===== src/rtl/two_to_four_demux_pkg.sv =====
// Shared types for the 2-to-4 pair demux: route-select encodings, lane indices
// and the route map from a select value to its two target lanes.
package two_to_four_demux_pkg;

    localparam int unsigned DEMUX_W_DEFAULT = 4;

    typedef enum logic [1:0] {
        SE_AB = 2'b00,
        SE_BC = 2'b01,
        SE_CD = 2'b10,
        SE_AD = 2'b11
    } se_e;

    typedef enum logic [1:0] {
        LANE_A = 2'd0,
        LANE_B = 2'd1,
        LANE_C = 2'd2,
        LANE_D = 2'd3
    } lane_e;

    function automatic lane_e m_lane(input se_e se);
        case (se)
            SE_AB:   return LANE_A;
            SE_BC:   return LANE_B;
            SE_CD:   return LANE_C;
            default: return LANE_A;
        endcase
    endfunction

    function automatic lane_e n_lane(input se_e se);
        case (se)
            SE_AB:   return LANE_B;
            SE_BC:   return LANE_C;
            SE_CD:   return LANE_D;
            default: return LANE_D;
        endcase
    endfunction

endpackage


===== src/rtl/demux_lane.sv =====
// One output lane: a single-entry holding register with a valid flag,
// drained by a downstream ack and refillable in the same cycle as the ack.
module demux_lane
    import two_to_four_demux_pkg::*;
#(
    parameter int unsigned W = DEMUX_W_DEFAULT
) (
    input  logic         clk,
    input  logic         rst_n,
    input  logic         wr_en,
    input  logic [W-1:0] wr_data,
    input  logic         ack,
    output logic [W-1:0] data,
    output logic         vld,
    output logic         free
);

    logic [W-1:0] data_q, data_d;
    logic         vld_q, vld_d;

    // A write wins over an ack so a lane sustains one transfer per cycle.
    always_comb begin
        data_d = data_q;
        vld_d  = vld_q;
        if (wr_en) begin
            data_d = wr_data;
            vld_d  = 1'b1;
        end else if (ack) begin
            vld_d  = 1'b0;
        end
    end

    always_ff @(posedge clk or negedge rst_n) begin
        if (!rst_n) begin
            data_q <= '0;
            vld_q  <= 1'b0;
        end else begin
            data_q <= data_d;
            vld_q  <= vld_d;
        end
    end

    assign data = data_q;
    assign vld  = vld_q;
    assign free = !vld_q || ack;

endmodule


===== src/rtl/two_to_four_demux.sv =====
// Scatters an input pair (M, N) into two of four holding lanes chosen by SE.
// Optional stall-cycle counter enabled by macro TWO_TO_FOUR_DEMUX_STALL_CNT_EN.
module two_to_four_demux
    import two_to_four_demux_pkg::*;
#(
    parameter int unsigned W = DEMUX_W_DEFAULT
) (
    input  logic         clk,
    input  logic         rst_n,
    input  logic [W-1:0] M,
    input  logic [W-1:0] N,
    input  logic [1:0]   SE,
    input  logic         in_valid,
    output logic         in_ready,
    output logic [W-1:0] A,
    output logic [W-1:0] B,
    output logic [W-1:0] C,
    output logic [W-1:0] D,
    output logic         a_vld,
    output logic         b_vld,
    output logic         c_vld,
    output logic         d_vld,
    input  logic         a_ack,
    input  logic         b_ack,
    input  logic         c_ack,
    input  logic         d_ack
`ifdef TWO_TO_FOUR_DEMUX_STALL_CNT_EN
    ,
    output logic [7:0]   stall_cnt
`endif
);

    lane_e        m_tgt, n_tgt;
    logic [3:0]   m_sel, n_sel;
    logic [3:0]   lane_free, lane_we;
    logic         accept;
    logic [W-1:0] lane_wdata [4];

    always_comb begin
        m_tgt    = m_lane(se_e'(SE));
        n_tgt    = n_lane(se_e'(SE));
        m_sel    = 4'b0001 << m_tgt;
        n_sel    = 4'b0001 << n_tgt;
        in_ready = lane_free[m_tgt] && lane_free[n_tgt];
        accept   = in_valid && in_ready;
        lane_we  = accept ? (m_sel | n_sel) : '0;
        for (int unsigned i = 0; i < 4; i++) begin
            lane_wdata[i] = m_sel[i] ? M : N;
        end
    end

    demux_lane #(.W(W)) u_lane_a (
        .clk     (clk),
        .rst_n   (rst_n),
        .wr_en   (lane_we[LANE_A]),
        .wr_data (lane_wdata[LANE_A]),
        .ack     (a_ack),
        .data    (A),
        .vld     (a_vld),
        .free    (lane_free[LANE_A])
    );

    demux_lane #(.W(W)) u_lane_b (
        .clk     (clk),
        .rst_n   (rst_n),
        .wr_en   (lane_we[LANE_B]),
        .wr_data (lane_wdata[LANE_B]),
        .ack     (b_ack),
        .data    (B),
        .vld     (b_vld),
        .free    (lane_free[LANE_B])
    );

    demux_lane #(.W(W)) u_lane_c (
        .clk     (clk),
        .rst_n   (rst_n),
        .wr_en   (lane_we[LANE_C]),
        .wr_data (lane_wdata[LANE_C]),
        .ack     (c_ack),
        .data    (C),
        .vld     (c_vld),
        .free    (lane_free[LANE_C])
    );

    demux_lane #(.W(W)) u_lane_d (
        .clk     (clk),
        .rst_n   (rst_n),
        .wr_en   (lane_we[LANE_D]),
        .wr_data (lane_wdata[LANE_D]),
        .ack     (d_ack),
        .data    (D),
        .vld     (d_vld),
        .free    (lane_free[LANE_D])
    );

`ifdef TWO_TO_FOUR_DEMUX_STALL_CNT_EN
    logic [7:0] stall_q, stall_d;

    // Saturating count of cycles the upstream is held off.
    always_comb begin
        stall_d = stall_q;
        if (in_valid && !in_ready && (stall_q != 8'hFF)) begin
            stall_d = stall_q + 8'd1;
        end
    end

    always_ff @(posedge clk or negedge rst_n) begin
        if (!rst_n) begin
            stall_q <= '0;
        end else begin
            stall_q <= stall_d;
        end
    end

    assign stall_cnt = stall_q;
`endif

endmodule


===== config.mk =====
export PLATFORM = sky130hd
export DESIGN_NAME = two_to_four_demux
export DESIGN_NICKNAME = d
export VERILOG_FILES = /design/src/rtl/two_to_four_demux_pkg.sv /design/src/rtl/demux_lane.sv /design/src/rtl/two_to_four_demux.sv
export SDC_FILE = /design/constraint.sdc
export NUM_CORES = 1
export LEC_CHECK = 0
export CORE_ASPECT_RATIO = 0.5
export CORE_MARGIN = 8
export CORE_UTILIZATION = 36
export CTS_CLUSTER_SIZE = 28
export DETAILED_ROUTE_END_ITERATION = 6
export PLACE_DENSITY = 0.64
export SLEW_MARGIN = 10
export SYNTH_ARGS = -nofsm -noshare
export SYNTH_HDL_FRONTEND = slang
export SYNTH_SLANG_ARGS = --single-unit

===== constraint.sdc =====
create_clock -name clk -period 2.65 [get_ports clk]
set_clock_uncertainty 0.1 [all_clocks]
set_input_delay 0.53 -clock clk [delete_from_list [all_inputs] [get_ports clk]]
set_output_delay 0.53 -clock clk [all_outputs]
set_load 0.03 [all_outputs]

; Word-level counts from Yosys, hierarchy flattened
; Cells that the tools add are included.
[word_totals]
ff_bits = 20
mem_bits_ro = 0
in_bits = 17
wordCells = 49
memories = 0
ram_bits = 0
latch_bits = 0
[classes]
muxes = 19
n_bitwise = 1
shift = 2
div_mod_pow = 0
n_eq_ne = 2
magnitude_cmp = 2
n_mul = 0
reduce_logical = 15
n_addsub = 0
[op_table]
columns = operator, n
row1 = $mux W4, 5
row2 = $mux W1, 10
row3 = $pmux W2 S2, 2
row4 = $reduce_bool A2 Y1, 4
row5 = $shl A1 B2 Y4 const A, 2
row6 = $lt A2 B3 Y1 const B, 2
row7 = $bmux W1 S2, 2
row8 = $logic_not A1 Y1, 4
row9 = $logic_or A1 B1 Y1, 4
row10 = $or A4 B4 Y4, 1
row11 = $eq A2 B1 Y1 const B, 1
row12 = $eq A2 B2 Y1 const B, 1
row13 = $logic_and A1 B1 Y1, 2
row14 = $logic_not A2 Y1, 1

; Logic depth before layout (Yosys ltp)
; Gate-level depths: netlist (run 1).
[logic_depth]
depth_word = 8
depth_mapped = 9

; By module
; From an unflattened synthesis (run 1), not the netlist that was laid out.
[hier_totals]
hier_cells = 77
hier_area_um2 = 1088.5
[modules_own_cells]
columns = mod, area_each_um2, instances, cells_per_inst
row1 = demux_lane, 182.7, 4, 11
row2 = two_to_four_demux, 357.8, 1, 33

; Worst setup path after synthesis (run 1)
; Ideal clock, no wire load.
[synth_timing]
path_kind = input port to output port
startpoint = input SE[1]
endpoint = output in_ready
path_stages = 8
t_required_ns = 2.020
arrival_time_ns = 2.159
slack_ns = -0.139
path_buffers = 2
cell_sequence = inv_1 -> ha_1 -> buf_4 -> nand2_4 -> o21ai_2 -> a311oi_4 -> buf_2 -> nor2b_1
[synth_between]
elab_chain_cells = 5
[synth_rtl]
columns = element, line_no
row1 = start: declaration, two_to_four_demux.sv:12  ; input logic [1:0] SE,
row2 = $eq A2 B2 Y1 (tied with other cells), two_to_four_demux_pkg.sv:22  ; case (se)
row3 = "$pmux W2 S2, on equally long branches", "two_to_four_demux_pkg.sv:22, two_to_four_demux_pkg.sv:31"
row4 = $bmux W1 S2, two_to_four_demux.sv:44  ; in_ready = lane_free[m_tgt] && lane_free[n_tgt];
row5 = $mux W1 (implied by the code), two_to_four_demux.sv:44
row6 = $logic_and A1 B1 Y1 *, two_to_four_demux.sv:44
row7 = end: declaration, two_to_four_demux.sv:14  ; output logic in_ready,
; Mark *: on every way between the ends. The rest lies on a longest branch, timed or not. The select of a mux whose other input is x is not followed.

; Worst setup path after layout (run 1)
; Same ends and word-level chain as after synthesis.

==> reports/qor.yml, run 1 <==
rsz0062_at_grt: "no"
max_slew_margin: 0.786
layout-drive-gt1-share: 0.355
critPathLaunchType: "primary input"
status: "completed"
drtIter0Drc: 36
seq_area_frac_synth: 0.459
io_pins: 38
finalPower_mw: 1.32
dieArea_sq_mm: 0.00515
required_ps: 2020
post_drt_wl_per_cell_microns: 15.4
setup_ws_ps: 138
hold_class: "flop to flop"
yosys_warnings: 0
cap_violations: 0
p_leak_nw: 0.713
cts_root_buffer: "clkbuf_8"
syn_nets: 110
start_util: 0.371
cts-htree-levels: 1
synth-seq-cells: 20
io_buffer_count: 37
cpMaxStageDelayCell: "a311oi_4"
gp_congestion: 0.696
reg2regPathDepth: 6
fp.dieW_microns: 93.9
worstPathMaxFanout: 5
vias: 851
pre_cts_ws_ps: -203
ant_nets: 0
synth-main-ff-cell: "dfrtp_1"
dp_hpwl_microns: 2140
final_hold_viol_count: 0
cts.hold.buffers_added: 0
maxSlewViolCount: 0
power.density_mw_per_mm2: 785
r2r-start: "u_lane_a.vld"
power.internal_mw: 0.862
layout.cells.most_common_list: "clkdlybuf4s50_1 (34), mux2_2 (20), dfrtp_1 (20), buf_4 (12), nand2b_1 (7)"
clk_pin_slew_ps: 80
timing.fmax_mhz: 398
numCtsBuffers: 3
seq_power_share: 0.328
synth-edff-count: 0
cts_tree: "done"
rows: 14
fillers: 260
diodes: 0
tightest_slew_ps: 320
routed_wl_microns: 2740
drc: 0
grt_start_max_net_pins: 21
worstReg2RegEnd: "u_lane_d.data[1]"
nets: 160
period_share: 0.948
cp_num_cells: 7
cp.arrival_ps: 1880
path_class: "primary input to primary output"
cts_buffer_depth: 2
via_per_inst: 4.78
netlist_area_sq_mm: 0.00109
die_h_microns: 54.9
pwr-share-clk: 0.231
grt_pass1_vias: 912
area_delta_synth_final_pct: 54.0
vdd_drop_max_v: 0.000287
crit_chain: "clkdlybuf4s15_1 > inv_2 > ha_2 > o21ai_2 > a311oi_4 > nor2b_2 > buf_4"
crit_end: "in_ready"
mostFrequentLayoutCell: "clkdlybuf4s50_1"
antenna_found_initial: 0
core_area_sq_mm: 0.00294
postSynthAreaPerCell_sq_um: 12.3
clock-sinks: 20
grt.total_usage: 0.116
netlist-cell-type-count: 20
swShare: 0.346
crit_path_start: "SE[1]"
async_reset_ff_frac: 1.00
final.min_clock_period_ps: 2510
critPathCaptureType: "primary output"
synth_cells: 89
path_buf_inv: 3
ff2ff_setup_slack_ps: 900
combPwrFrac: 0.440
p_sw_mw: 0.456
setup_viol: 0
first_pass_iters: 4
grt-ovfl-total: 0
clock_latency_ps: 260
grt_pass1_wl_microns: 4640
critPathTopFamily: "buffers and inverters"
slowest_delay_ps: 300
[Yosys cell counts (2+ instances only)]
| cell type | number | area share |
|---|---|---|
| mux2_2 | 20 | 0.21 |
| dfrtp_1 | 20 | 0.46 |
| a31oi_1 | 4 | 0.023 |
| nand4b_2 | 2 | 0.028 |
| a21oi_1 | 6 | 0.028 |
| inv_1 | 4 | 0.014 |
| ha_1 | 4 | 0.046 |
| nand2_1 | 5 | 0.017 |
| o21ai_0 | 2 | 0.0092 |
| mux2i_1 | 4 | 0.037 |
| nor2_1 | 2 | 0.0069 |
| nand2b_1 | 7 | 0.040 |
| buf_4 | 2 | 0.014 |
[worst min path at each step]
| stage | startpoint | end | slack, ps | cells after the start |
|---|---|---|---|---|
| floorplan | rst_n | u_lane_a.data[0] | 130 | 0 |
| global placement | u_lane_a.data[1] | u_lane_a.data[1] | 390 | 1 |
| detailed placement | u_lane_a.data[1] | u_lane_a.data[1] | 390 | 1 |
| CTS | u_lane_a.data[1] | u_lane_a.data[1] | 410 | 1 |
| global route | u_lane_a.data[2] | u_lane_a.data[2] | 430 | 1 |
| finish | u_lane_a.data[1] | u_lane_a.data[1] | 410 | 1 |
[flip-flops by register name (all words and copies together) (netlist names)]
register	flops
u_lane_a.data	4
u_lane_a.vld	1
u_lane_d.data	4
u_lane_b.data	4
u_lane_c.data	4
u_lane_d.vld	1
u_lane_c.vld	1
u_lane_b.vld	1
[cells by family (layout without fill, tap and decap cells)]
logic type      count (synthesis)  in the layout  share of synthesized area
compound gates                 15             15                      0.106
fa+ha+maj                       4              4                     0.0459
buf+inv                         7             56                     0.0321
flops                          20             20                      0.459
mux                            24             24                      0.243
simple gates                   19             19                      0.115
[worst register-to-register path, stage by stage (launching register included)]
cell      delay (ps)
dfrtp_1          380
nand2b_1         100
nor2_1            70
a311oi_4         260
buf_4            180
nand4b_2         200
mux2_2           330
[per-layer routing]
metal	GRT usage	part of all wire
met1	0.141	0.47
met2	0.207	0.50
met3	0.0269	0.026
met4	0.0312	0.0099
met5	0	0
[power groups by stage]
stage          Clock (mW)  Combinational [mW]  Sequential [mW]
2_1_floorplan           0               0.147            0.609
3_3_place_gp            0               0.578            0.437
3_5_place_dp            0               0.582            0.440
4_1_cts             0.315               0.586            0.434
5_1_grt             0.334               0.612            0.446
6_report            0.305               0.581            0.433
[through the flow]
stage | instances | instance area, sq um | hold slack (ps) | util | TNS [ps]
detailed placement | 174 | 1570 | 392 | 0.535 | -2160
global placement | 174 | 1570 | 388 | 0.535 | -1790
CTS | 178 | 1670 | 411 | 0.568 | 0
global route | 178 | 1680 | 429 | 0.571 | 0
floorplan | 89 | 1090 | 134 | - | 0
finish | 178 | 1680 | 409 | 0.571 | 0
[layout make-up]
class,count,area (sq um),share of cell area
flip-flops and latches,20,500,0.298
well taps,40,50.0,0.0298
clock buffers,3,41.3,0.0246
repair buffers,48,445,0.265
multi-input cells,62,598,0.356
clock inverters,1,30.0,0.0179
inverters,4,15.0,0.00894
[repair_timing]
action / 4_1_cts / 5_1_grt
resized for setup: 9 / 4
setup buffers: 0 / 0
endpoints found under the setup margin: 1 / 1
Power figures use the tool's default switching activity.
==> inputs of run 2 (changes only) <==
CTS_CLUSTER_DIAMETER = 30   (was default)
RECOVER_POWER = 100   (was default)
==> run 2 against run 1 <==
  * Worst hold slack worse by 5.3 ps
  * Utilization fell by 0.89 points
  * Global-route usage unchanged
  * Sequential share of layout area is 0.47 points higher
  * Highest routed layer unchanged
  * Maximum frequency shrank 0.29%
  * Cell count is the same
  * Setup slack got worse by 7.3 ps
  * Routed wire length shrank 0.44%
  * Sequential cell count did not move
  * Clock power about the same
  * Die area did not move
==> reports/qor.yml, run 2 (synthesis results as in run 1) <==
status: "completed"
final.min_clock_period_ps: 2520  # +7.32 ps
gp_congestion: 0.696  # unchanged
holdWs_ps: 403  # -5.32 ps
grt_start_max_net_pins: 21  # unchanged
dp_hpwl_microns: 2140  # unchanged
setup_ws_ps: 131  # -7.32 ps
cts_buffer_depth: 2  # unchanged
slowest_delay_ps: 260  # -40 ps
dieArea_sq_mm: 0.00515  # unchanged
die_h_microns: 54.9  # unchanged
max_slew_margin: 0.241  # -0.545
numCtsBuffers: 3  # unchanged
rsz0062_at_grt: "no"
p_leak_nw: 0.698  # -2.1%
path_class: "primary input to primary output"
core_area_sq_mm: 0.00294  # unchanged
critPathLaunchType: "primary input"
clock_latency_ps: 260  # about the same
grt_pass1_vias: 912  # unchanged
vdd_drop_max_v: 0.000282  # -1.6%
io_pins: 38  # unchanged
grt-ovfl-total: 0  # unchanged
routed_wl_microns: 2730  # -0.44%
setup_viol: 0  # unchanged
start_util: 0.371  # unchanged
cpMaxStageDelayCell: "a311oi_4"
fp.dieW_microns: 93.9  # unchanged
post_cts_buffers: 0  # unchanged
cap_violations: 0  # unchanged
via_per_inst: 4.73  # -1.1%
power.density_mw_per_mm2: 770  # -1.8%
hold_class: "flop to flop"
cts_root_buffer: "clkbuf_8"
cp.arrival_ps: 1890  # about the same
path_buf_inv: 3  # unchanged
crit_chain: "clkdlybuf4s15_1 > inv_2 > ha_2 > a2bb2oi_2 > nor2_1 > a311oi_4 > nor2b_1 > buf_4"
setup_tns_ps: 0  # unchanged
postPlaceCellArea_sq_mm: 0.00157  # unchanged
critPathCaptureType: "primary output"
reg2regPathDepth: 6  # unchanged
mostFrequentLayoutCell: "dlygate4sd3_1"
period_share: 0.951  # +0.00276
worstPathMaxFanout: 5  # unchanged
finalPower_mw: 1.27  # -3.4%
grt_pass1_wl_microns: 4640  # unchanged
ant_nets: 0  # unchanged
drtIter0Drc: 30  # -17%
cp_num_cells: 8  # +1
timing.fmax_mhz: 397  # -0.29%
io_buffer_count: 37  # unchanged
final_hold_viol_count: 0  # unchanged
layout.cells.most_common_list: "dlygate4sd3_1 (21), mux2_2 (20), dfrtp_1 (20), clkdlybuf4s50_1 (13), buf_4 (9)"
tightest_slew_ps: 1140  # +818 ps
clk_pin_slew_ps: 80  # about the same
cts.hold.buffers_added: 0  # unchanged
diodes: 0  # unchanged
cts-htree-levels: 1  # unchanged
rows: 14  # unchanged
fin_area_sq_mm: 0.00165  # -1.6%
postCtsResizedCells: 9  # unchanged
first_pass_iters: 4  # unchanged
nets: 160  # unchanged
maxSlewViolCount: 0  # unchanged
vias: 842  # -1.1%
drc: 0  # unchanged
layout-drive-gt1-share: 0.312  # -0.0435
clock-sinks: 20  # unchanged
hold_depth: 1  # unchanged
critPathTopFamily: "buffers and inverters"
area_delta_synth_final_pct: 51.6
required_ps: 2020  # about the same
cts_tree: "done"
grt.total_usage: 0.116  # unchanged
pre_cts_ws_ps: -203  # unchanged
antenna_found_initial: 0  # unchanged
post_drt_wl_per_cell_microns: 15.3  # -0.44%
==> run 2: where the power goes <==
group	total (mW)	internal, mW	leakage, nW	switching [mW]
Combinational	0.540	0.233	0.427	0.307
Clock	0.306	0.201	0.0357	0.104
Sequential	0.428	0.389	0.235	0.0390
Total	1.27	0.824	0.698	0.451
==> run 2: area by class of cell <==
class / count / area, sq um
sequential: 20 / 500
tap: 40 / 50.0
multi-input combinational: 62 / 583
fill: 267 / 1290
inverter: 4 / 15.0
clock buffer: 3 / 41.3
timing repair buffer: 48 / 434
clock inverter: 1 / 30.0
==> run 2: layer usage <==
metal  vias to the layer above  track usage  routed length (microns)
li1                        411            -                        -
met5                         -            0                        0
met3                         2       0.0269                       72
met4                         0       0.0312                       27
met2                        11        0.207                     1360
met1                       418        0.141                     1270
==> run 2: stage by stage <==
step	std cells	utilization
4_1_cts	178	0.568
5_1_grt	178	0.562
6_report	178	0.562
3_5_place_dp	174	0.535
3_3_place_gp	174	0.535
2_1_floorplan	89	-
==> run 2: worst paths after layout <==
kind                                        from               end  slack [ps]
worst max-delay path                       SE[1]          in_ready         130
min in group asynchronous                  rst_n  u_lane_a.data[3]         910
max in group asynchronous                  rst_n  u_lane_b.data[1]         870
worst min register to register  u_lane_a.data[1]  u_lane_a.data[1]         400
worst max register to register      u_lane_a.vld  u_lane_d.data[1]         770
worst min-delay path            u_lane_a.data[1]  u_lane_a.data[1]         400
==> inputs of run 3 (changes only) <==
GPL_TIMING_DRIVEN = 1   (was default)
SYNTH_HIERARCHICAL = 1   (was default)
==> run 3 against run 2 <==
  * Total power up 5.9%
  * Non-clock buffer count up 2
  * Global-route usage about the same
  * Cell area up 1.2%
  * Critical path type unchanged
  * Maximum frequency down 2.8%
==> reports/qor.yml, run 3 <==
status: "completed"
dieArea_sq_mm: 0.00515  # -0.17%
ys_top_cells_by_count: "mux2_2 (32), dfrtp_1 (20), nand2b_1 (8)"
synth_top_area_frac: 0.460  # +0.00105
combPwrFrac: 0.447  # +0.023
postPlaceCellArea_sq_mm: 0.00158  # +0.56%
cap_violations: 0  # unchanged
crit_chain: "clkdlybuf4s50_1 > nand2b_1 > mux4_2 > and2_2 > buf_4"
synth-edff-count: 0  # unchanged
setup_viol: 0  # unchanged
grt_pass1_vias: 873  # -4.3%
final_cells: 169  # -5.1%
cts_buffer_depth: 2  # unchanged
final.min_clock_period_ps: 2590  # +72.9 ps
netlist-cell-type-count: 14  # -30%
die_h_microns: 54.9  # about the same
post_drt_wl_per_cell_microns: 15.9  # +3.4%
final_hold_viol_count: 0  # unchanged
p_sw_mw: 0.474  # +5.2%
max_slew_margin: 0.267  # +0.0254
via_per_inst: 4.66  # -1.6%
fp.dieW_microns: 93.8  # about the same
seq_power_share: 0.328  # -0.008
clock-sinks: 20  # unchanged
synth_area_leaders: "dfrtp_1 (46%), mux2_2 (33%), ha_1 (4.6%), nand2b_1 (4.6%), mux4_2 (4.1%)"
io_buffer_count: 37  # unchanged
layout-drive-gt1-share: 0.419  # +0.107
numCtsBuffers: 3  # unchanged
io_pins: 38  # unchanged
antenna_found_initial: 0  # unchanged
start_util: 0.370  # -0.000850
cts_root_buffer: "clkbuf_8"
diodes: 0  # unchanged
cts_tree: "done"
area_delta_synth_final_pct: 53.8
hold_depth: 1  # unchanged
synth-seq-cells: 20  # unchanged
critPathCaptureType: "primary output"
ant_nets: 0  # unchanged
yosys.cell_count.top_type: "mux2_2"
power.internal_mw: 0.876  # +6.4%
grt-ovfl-total: 0  # unchanged
tightest_slew_ps: 1100  # -38.1 ps
yosys.area.top_type: "dfrtp_1"
clk_pin_slew_ps: 80  # about the same
reg2regPathDepth: 5  # -1
gp_congestion: 0.721  # +3.5%
period_share: 0.978  # +0.0275
syn_nets: 98  # -11%
synth_cells: 77  # -13%
mostFrequentLayoutCell: "mux2_2"
power.density_mw_per_mm2: 806  # +4.7%
rows: 14  # unchanged
drc: 0  # unchanged
core_area_sq_mm: 0.00294  # unchanged
layout.cells.most_common_list: "mux2_2 (32), dlygate4sd3_1 (21), dfrtp_1 (20), clkdlybuf4s50_1 (13), buf_4 (12)"
grt_start_max_net_pins: 21  # unchanged
swShare: 0.351  # -0.00248
clock_latency_ps: 260  # about the same
ff2ff_setup_slack_ps: 770  # about the same
routed_wl_microns: 2680  # -1.8%
worstReg2RegEnd: "u_lane_d/data[2]"
worstPathMaxFanout: 3  # -2
cts-htree-levels: 1  # unchanged
fin_area_sq_mm: 0.00167  # +1.2%
maxSlewViolCount: 0  # unchanged
pwr-share-clk: 0.225  # -0.015
rsz0062_at_grt: "no"
whs_endpoint: "u_lane_d/data[2]"
grt_pass1_wl_microns: 4510  # -2.8%
postSynthAreaPerCell_sq_um: 14.1  # +15%
drtIter0Drc: 23  # -23%
netlist_area_sq_mm: 0.00109  # -0.23%
fillers: 265  # -0.75%
slowest_delay_ps: 490  # +230 ps
synth-main-ff-cell: "dfrtp_1"
path_class: "primary input to primary output"
hp-start: "u_lane_d/data[2]"
timing.fmax_mhz: 386  # -2.8%
cpMaxStageDelayCell: "mux4_2"
seq_area_frac_synth: 0.460  # +0.00105
critPathLaunchType: "primary input"
grt.total_usage: 0.116  # about the same
yosys_warnings: 6  # +6
cp.arrival_ps: 1960  # +70 ps
async_reset_ff_frac: 1.00  # unchanged
first_pass_iters: 4  # unchanged
vias: 787  # -6.5%
required_ps: 2020  # about the same
dp_hpwl_microns: 2080  # -2.6%
p_leak_nw: 0.706  # +1.1%
hold_class: "flop to flop"
vdd_drop_max_v: 0.000344  # +22%
dp_cells: 164  # -5.7%
nets: 151  # -5.6%
r2r-start: "u_lane_b/vld"
## run 3: cell types whose count changed in the layout (fill, tap and decap cells not counted), sizes merged, moves of 4 or more
cell   delta
mux2     +12
a21oi     -6
nand2     -5
a31oi     -4
mux2i     -4
## run 3: worst max-delay path by stage
stage           from       end  slack, ps  cells past startpoint
3_5_place_dp   SE[0]  in_ready       -550                      5
2_1_floorplan  SE[1]  in_ready        370                      5
6_report       a_ack  in_ready         60                      5
5_1_grt        a_ack  in_ready         20                      5
3_3_place_gp   SE[0]  in_ready       -520                      5
4_1_cts        a_ack  in_ready         50                      5
## run 3: per-layer routing
| metal | track usage | wire, microns | vias to the layer above | part of all wire |
|---|---|---|---|---|
| met5 | 0 | 0 | - | 0 |
| met4 | 0.0468 | 27 | 0 | 0.010 |
| met3 | 0.0274 | 123 | 2 | 0.046 |
| met2 | 0.214 | 1330 | 14 | 0.49 |
| met1 | 0.131 | 1200 | 384 | 0.45 |
| li1 | - | - | 387 | - |
## run 3: area by class of cell
type,count,area (sq um),share of cell area
repair buffers,50,455,0.272
flip-flops and latches,20,500,0.299
multi-input cells,53,589,0.352
clock buffers,3,41.3,0.0247
clock inverters,1,30.0,0.0179
inverters,2,7.51,0.00448
well taps,40,50.0,0.0299
## run 3: logic make-up after synthesis
logic type | synth area share
multiplexers | 0.372
adder cells (fa/ha/maj) | 0.0460
AND/OR/NAND/NOR | 0.0816
flip-flops | 0.460
buffers and inverters | 0.0218
AO/OA/AOI/OAI | 0.0184
## run 3: per-stage QoR
stage	power [mW]	setup TNS [ps]	setup slack, ps	hold slack [ps]	util
2_1_floorplan	0.806	0	373	134	-
3_3_place_gp	1.10	-1160	-523	391	0.538
3_5_place_dp	1.10	-1500	-550	395	0.538
4_1_cts	1.41	0	53.1	414	0.571
5_1_grt	1.43	0	15.6	425	0.569
6_report	1.35	0	57.9	405	0.569
## run 3: worst max-delay path, delay by kind of cell
kind	cells	cell delay (ps)
and+or+nand+nor	2	390
buffers and inverters	2	550
muxes	1	490
## run 3: power by group through the flow
| stage | logic [mW] | clock network (mW) | registers (mW) |
|---|---|---|---|
| 6_report | 0.603 | 0.304 | 0.442 |
| 5_1_grt | 0.640 | 0.333 | 0.456 |
| 4_1_cts | 0.651 | 0.315 | 0.448 |
| 3_5_place_dp | 0.648 | 0 | 0.455 |
| 3_3_place_gp | 0.644 | 0 | 0.452 |
| 2_1_floorplan | 0.156 | 0 | 0.649 |
## run 3: repair_timing
action,in CTS,in global routing
setup buffers,1,0
hold buffers,0,0
resized for setup,13,0
endpoints found under the setup margin,1,0
==> RTL edit (config.mk and constraints of run 3) <==
Build with the macro `TWO_TO_FOUR_DEMUX_STALL_CNT_EN` defined.
--- a/src/rtl/two_to_four_demux.sv
+++ b/src/rtl/two_to_four_demux.sv
@@ -2,2 +2,4 @@
 // Optional stall-cycle counter enabled by macro TWO_TO_FOUR_DEMUX_STALL_CNT_EN.
+`define TWO_TO_FOUR_DEMUX_STALL_CNT_EN
+
 module two_to_four_demux
Behaviour (old outputs only; new: stall_cnt): unchanged (Yosys induction, for registers that start in step).
==> RTL edit against run 3 <==
- sequential power up 46%
- synthesized area up 36%
- total power increased by 34%
- global-route usage is 0.75 points lower
- design area is 28% higher
- sequential cell count up 8
- synthesized cell count is 53% higher
- via count rose by 42%
- the run now ends with capacitance limit, slew limit left
- routed wire length increased by 23%
- worst setup slack better by 0.031 ns
- utilization decreased by 2.2 points
==> RTL edit: results (changes against run 3) <==
* Status: finished with violations
* Failing checks: capacitance limit, slew limit
* Via-to-Cell Ratio at 4.79 (+2.9%)
* Adder-cell share of the synthesized area at 0.0424 (-0.00357)
* Global-route wire length before repair at 5580 um (+24%)
* Largest net degree at the start of global routing at 29 (+38%)
* Dpl cell area at 2080 um^2 (+31%)
* Reg2Reg Setup Slack at 0.53 ns (-0.24 ns)
* Seq/Total Area, Yosys at 0.475 (+0.0152)
* P_sw at 0.680 mW (+43%)
* Fin Hold WS at 0.393 ns (-0.0117 ns)
* Gp weighted congestion at 0.748 (+3.8%)
* Total track usage at 0.108 (-0.00752)
* Net Count, Synth at 140 (+43%)
* Arrival @ worst endpoint at 1.93 ns (-0.03 ns)
* Complex-gate fraction of the synthesized area at 0.0127 (-0.00567)
* R2r worst-path depth at 8 (+3)
* Wl on met1 at 1460 um (+22%)
* Iter 0 DRT Violations at 25 (+8.7%)
* HPWL Detailed at 2640 um (+27%)
* Post-synthesis mux area share at 0.290 (-0.0823)
* Worst setup path start: b_ack
* Routed len/inst at 14.1 um (-11%)
* Critical Path Max Stage Delay at 0.51 ns (+0.02 ns)
* Max_cap viols at 1 (+1)
* Met2 usage at 0.192 (-0.0226)
* Hold Crit Start: stall_cnt[5]
* GR Util met3 at 0.0376 (+0.0102)
* VDD IR max at 389 uV (+13%)
* Pins Over Slew Limit at 29 (+29)
* Mapped Avg Cell Area at 12.5 um^2 (-12%)
* Critical-path top delay cell: mux4_2
* XOR/XNOR Fraction of Synth Area at 0.0297 (+0.0297)
* Total number of vias at 1,117 (+42%)
* Async set or reset register ratio after synthesis at 1.00 (unchanged)
* Vias in the first global route at 1,151 (+32%)
* Post_cts resized at 10 (-3)
* Comb group at 0.822 mW (+36%)
* Rel. slew slack at -0.0153 (-0.282)
* Synth cell count leaders: 34 x mux2_2, 28 x dfrtp_1, 8 x nand2b_1
* PortBufs at 45 (+22%)
* Share of layout cells above drive strength 1 at 0.318 (-0.100)
* Leakage at 0.930 nW (+32%)
* Metal2 WL at 1640 um (+23%)
* R2r endpoint: u_lane_b/data[1]
* Final nets at 202 (+34%)
* Number of distinct library cells after synthesis at 22 (+8)
* Largest cells by area after synthesis: dfrtp_1 47%, mux2_2 26%, ha_1 4.2%
* Global Route met1 Usage at 0.127 (-0.00384)
* Seq pwr share at 0.357 (+0.029)
==> RTL edit: changes by cell type after synthesis, sizes merged, moves of 3 or more <==
cell | before | now
dfrtp | 20 | 28
nand2 | 1 | 6
nand3 | 0 | 5
nand4 | 0 | 3
nor2 | 0 | 6
xnor2 | 0 | 5
==> RTL edit: through the flow <==
step           setup slack, ns  TNS [ns]  total power [mW]
2_1_floorplan            0.159         0              1.15
3_3_place_gp            -0.483     -4.30              1.55
3_5_place_dp            -0.521     -5.24              1.55
4_1_cts                  0.106         0              1.91
5_1_grt                 0.0302         0              1.92
6_report                0.0885         0              1.80
==> RTL edit: layout make-up <==
class                      count  area (um^2)  share of cell area
tap                           54         67.6              0.0315
clock inverter                 1         30.0              0.0140
sequential                    28          701               0.327
clock buffer                   3         41.3              0.0193
timing repair buffer          60          547               0.255
multi-input combinational     83          743               0.347
inverter                       4         15.0             0.00700
